===== config.mk =====
export PLATFORM = sky130hd
export DESIGN_NAME = vector_writeback_serializer
export DESIGN_NICKNAME = d
export VERILOG_FILES = /design/src/rtl/vector_writeback_serializer.sv
export SDC_FILE = /design/constraint.sdc
export NUM_CORES = 1
export LEC_CHECK = 0
export CORE_AREA = 2 2 305 307
export DETAILED_ROUTE_END_ITERATION = 16
export DIE_AREA = 0 0 307 309
export PLACE_DENSITY_LB_ADDON = 0.2
export SKIP_LAST_GASP = 1
export SLEW_MARGIN = 20
export SYNTH_ARGS = -nofsm -noshare
export SYNTH_HDL_FRONTEND = slang
export SYNTH_SLANG_ARGS = --single-unit

===== constraint.sdc =====
create_clock -name CLK -period 3.25 [get_ports CLK]
set_clock_uncertainty 0.15 [all_clocks]
set_input_delay 0.65 -clock CLK [delete_from_list [all_inputs] [get_ports CLK]]
set_output_delay 0.65 -clock CLK [all_outputs]
set_load 0.005 [all_outputs]

===== src/rtl/vector_writeback_serializer.sv =====
// Splits one wide execute result into V/L register-file write beats of L lanes each.
// A new result is accepted only from IDLE, which includes the cycle that carries the done pulse.
module vector_writeback_serializer #(
  parameter int N = 32,
  parameter int V = 20,
  parameter int L = 4
) (
  input  logic                  CLK,
  input  logic                  RST,
  input  logic                  in_valid_i,
  output logic                  in_ready_o,
  input  logic [V-1:0][N-1:0]   vec_i,
  input  logic [4:0]            rd_i,
  input  logic                  wb_ready_i,
  output logic                  we_o,
  output logic [4:0]            waddr_o,
  output logic [2:0]            wbeat_o,
  output logic [L-1:0][N-1:0]   wdata_o,
  output logic                  busy_o,
  output logic                  done_o
);

  localparam int BEATS = V / L;
  localparam logic [2:0] LAST = 3'(BEATS - 1);

  typedef enum logic {IDLE, WRITE} state_t;

  state_t             state, next_state;
  logic [2:0]         beat;
  logic [4:0]         rd_q;
  logic [V-1:0][N-1:0] vec_q;
  logic               done_q;
  logic [L-1:0][N-1:0] beat_data [8];

  // Pre-slice the captured vector per beat so the output mux uses the 3-bit beat index directly.
  for (genvar b = 0; b < 8; b++) begin : g_beat
    if (b < BEATS) begin : g_used
      assign beat_data[b] = vec_q[b*L +: L];
    end else begin : g_unused
      assign beat_data[b] = '0;
    end
  end

  always_ff @(posedge CLK) begin
    if (RST) begin
      state <= IDLE;
    end else begin
      state <= next_state;
    end
  end

  always_comb begin
    next_state = state;
    case (state)
      IDLE:  if (in_valid_i) next_state = WRITE;
      WRITE: if (wb_ready_i && beat == LAST) next_state = IDLE;
      default: next_state = IDLE;
    endcase
  end

  // The counter parks on the last beat when leaving WRITE; it is cleared again at the next capture.
  always_ff @(posedge CLK) begin
    if (RST) begin
      beat   <= '0;
      rd_q   <= '0;
      vec_q  <= '0;
      done_q <= 1'b0;
    end else begin
      done_q <= 1'b0;
      case (state)
        IDLE: begin
          if (in_valid_i) begin
            vec_q <= vec_i;
            rd_q  <= rd_i;
            beat  <= '0;
          end
        end
        WRITE: begin
          if (wb_ready_i) begin
            if (beat == LAST) begin
              done_q <= 1'b1;
            end else begin
              beat <= beat + 3'd1;
            end
          end
        end
        default: ;
      endcase
    end
  end

  always_comb begin
    in_ready_o = (state == IDLE);
    we_o       = (state == WRITE);
    busy_o     = (state == WRITE);
    done_o     = done_q;
    waddr_o    = '0;
    wbeat_o    = '0;
    wdata_o    = '0;
    if (state == WRITE) begin
      waddr_o = rd_q;
      wbeat_o = beat;
      wdata_o = beat_data[beat];
    end
  end

endmodule


==> metrics.yaml <==
worst_setup_path:
  critPathMaxFanout: 30
  required_ns: 2.45
  end_kind: "output port"
  crit_arrival_ns: 2.50
  critPathLaunchType: "register"
  r2r_slack_ns: 1.10
  crit_type: "reg2out"
clocking:
  clock_sinks: 650
  insertion_delay_ns: 0.58
  path_clk_slew_ns: 0.06
  clockBufferDepth: 3
  cts_made_buffers: 76
  cts_tree: "yes"
  cts-htree-levels: 3
  cts_root_buf: "clkbuf_16"
placement:
  portBuffers: 788
  gp_congestion: 0.8817
  dpl_cell_area_um2: 36430
  post-dp-hpwl_um: 79350
route:
  highest_layer: "met5"
  routedWlPerCell_um: 21.33
  drt-vias-per-instance: 4.974
  ant_nets: 0
  drt_first_iter_violations: 2466
  drc: 0
  m1WireLength_um: 47850
  num_vias: 27090
  wl_met2_um: 56040
  routed_wl_um: 116200
  dr.pass1.iters: 13
  wl_met3_um: 8589
global_route:
  grt_pass1_vias: 25730
  grt_start_max_net_pins: 128
  grt_pass1_wl_um: 165200
  grt_overflow: 0
  grt_use_total_pct: 23.02
  antenna_found_initial: 42
timing:
  setup_slack_ns: -0.04878
  slew_viol_final: 0
  setup_viol: 1
  hold_ws_ns: 0.3006
  fin_crit_sh_pct: 101.5
  tightest_slew_ns: 0.6256
  min_period_ns: 3.299
  hold_viol: 0
  rsz0062_at_grt: "yes"
  timing.fmax_ghz: 0.3031
  slew-limit-headroom_pct: 58.29
layout:
  final_layout_size_suffix_gt1_share_pct: 8.846
  fin_area_um2: 39530
  fin_util_pct: 43.26
  area_growth_pct: 45.55
  nNetsFinal: 4832
  final_common_cell: "nand2_1"
  layout_common_cells: "1410 x nand2_1, 660 x clkdlybuf4s50_1, 646 x a21oi_1, 646 x dfxtp_1, 248 x mux2i_1"
power_and_ir_drop:
  ir_worst_vdd_v: 0.0003537
  p_leak_uw: 0.01459
  pwr_density_cell_nw_per_um2: 510.6
  design_power_total_uw: 20190
synth:
  synth_top_family_by_area: "simple AND/OR/NAND/NOR gates"
  synthCells: 3443
  yosys_warnings: 0
  synth_compound_area_share_pct: 16.68
  ys_ff_latch: 650
  synth_area_um2: 27160
  avgSynthCellArea_um2: 7.889
  synth_mux_area_share_pct: 9.526
  synth_nets: 4094
  seq_area_frac_synth_pct: 47.91
  synthAdderAreaFrac_pct: 0.09213
  synth_cell_type_count: 27
  synth-xor-area-share_pct: 0
  yosys.area_share.simple_pct: 20.21
floorplan:
  ios: 789
  die_h_um: 309
  rows: 111
  start_util_pct: 29.72
  dieWidth_um: 307
  dieArea_um2: 94860
  core_um2: 91390
run_status:
  status: "finished, violations left"
  violations: "setup timing"
flow_run:
  max_cap_viol_count: 0
min_path:
  worstHoldPathType: "reg2reg"
through the flow:
| step | TNS (ns) | std cells | worst slack (ns) |
|---|---|---|---|
| after floorplan | 0 | 3443 | 1.110 |
| after global placement | 0 | 5215 | 0.07716 |
| after detailed placement | 0 | 5215 | 0.1328 |
| after CTS | -4.833 | 5398 | -0.2041 |
| after global routing | -0.9732 | 5443 | -0.1729 |
| final | -0.04878 | 5446 | -0.04878 |
worst paths after layout:
path                               startpoint                          end  cells past startpoint
setup / recovery         beat[1]$_SDFFE_PP0P_                  wdata_o[95]                      7
hold / removal    beat_data[895]$_SDFFE_PP0P_  beat_data[895]$_SDFFE_PP0P_                      2
setup reg to reg            busy_o$_SDFF_PP0_  beat_data[901]$_SDFFE_PP0P_                      6
hold reg to reg   beat_data[895]$_SDFFE_PP0P_  beat_data[895]$_SDFFE_PP0P_                      2
timing repair:
item,4_1_cts,5_1_grt
pin swaps,50,51
gates cloned,8,2
hold buffers,0,0
resized for setup,199,164
setup buffers,39,34
setup endpoints to repair,128,107
state kept, by name (all words and copies together) (netlist names):
signal	cells
done_o	1
rd_q	5
beat	3
beat_data	640
busy_o	1
kinds of logic after synthesis:
family                     after synthesis
DFF                                    650
muxes                                  258
adders and majority gates                2
buffers and inverters                  308
AOI/OAI and AO/OA                      778
and+or+nand+nor                       1447
layout make-up:
class	instances	area (um^2)
Inverter	3	11.26
Multi-Input combinational cell	2485	12740
Sequential cell	650	13030
Clock inverter	24	191.4
Timing Repair Buffer	965	9847
Clock buffer	112	2181
Antenna cell	21	52.55
Fill cell	9397	51850
Tap cell	1186	1484
worst max-delay path, stage by stage (launching register included):
cell and delay [ns]:
dfxtp_4 0.36, buf_4 0.14, nor2_4 0.17, buf_12 0.24, buf_4 0.22, nand3_1 0.09, o211ai_1 0.14, clkdlybuf4s50_1 0.54
where the power goes:
group / total (uW) / leakage, uW / switching [uW] / internal [uW]
Sequential: 8750 / 0.00534 / 286 / 8460
Clock: 8260 / 0.00117 / 3520 / 4740
Combinational: 3180 / 0.00808 / 1590 / 1590
Total: 20200 / 0.0146 / 5400 / 14800
synthesized netlist by cell type:
cell type / instances / area, um^2
buf_6: 12 / 135.1
o21a_1: 1 / 7.510
nor2_1: 5 / 18.77
nand3b_1: 1 / 7.510
or3_1: 1 / 6.260
clkbuf_4: 2 / 15.01
nor2b_1: 2 / 12.51
nand3_1: 9 / 45.04
nor3b_2: 1 / 12.51
buf_4: 35 / 262.8
clkbuf_1: 140 / 525.5
mux2i_1: 254 / 2542
nor3_1: 1 / 5.000
dfxtp_1: 650 / 13010
nand2_1: 1417 / 5319
buf_2: 105 / 525.5
buf_1: 11 / 41.29
o22ai_1: 1 / 6.260
a31oi_1: 2 / 12.51
mux2_2: 4 / 45.04
ha_1: 2 / 25.02
o211ai_1: 4 / 30.03
a21oi_1: 646 / 3233
a222oi_1: 124 / 1241
and2_1: 6 / 37.54
inv_1: 3 / 11.26
nand2b_1: 4 / 25.02
per-layer routing:
| layer | GRT usage [%] | vias up |
|---|---|---|
| met3 | 5.639 | 204 |
| met2 | 38.96 | 950 |
| met5 | 0 | - |
| li1 | - | 13110 |
| met1 | 28.39 | 12790 |
| met4 | 8.304 | 38 |
No activity file was read; power rests on OpenSTA's default activity.
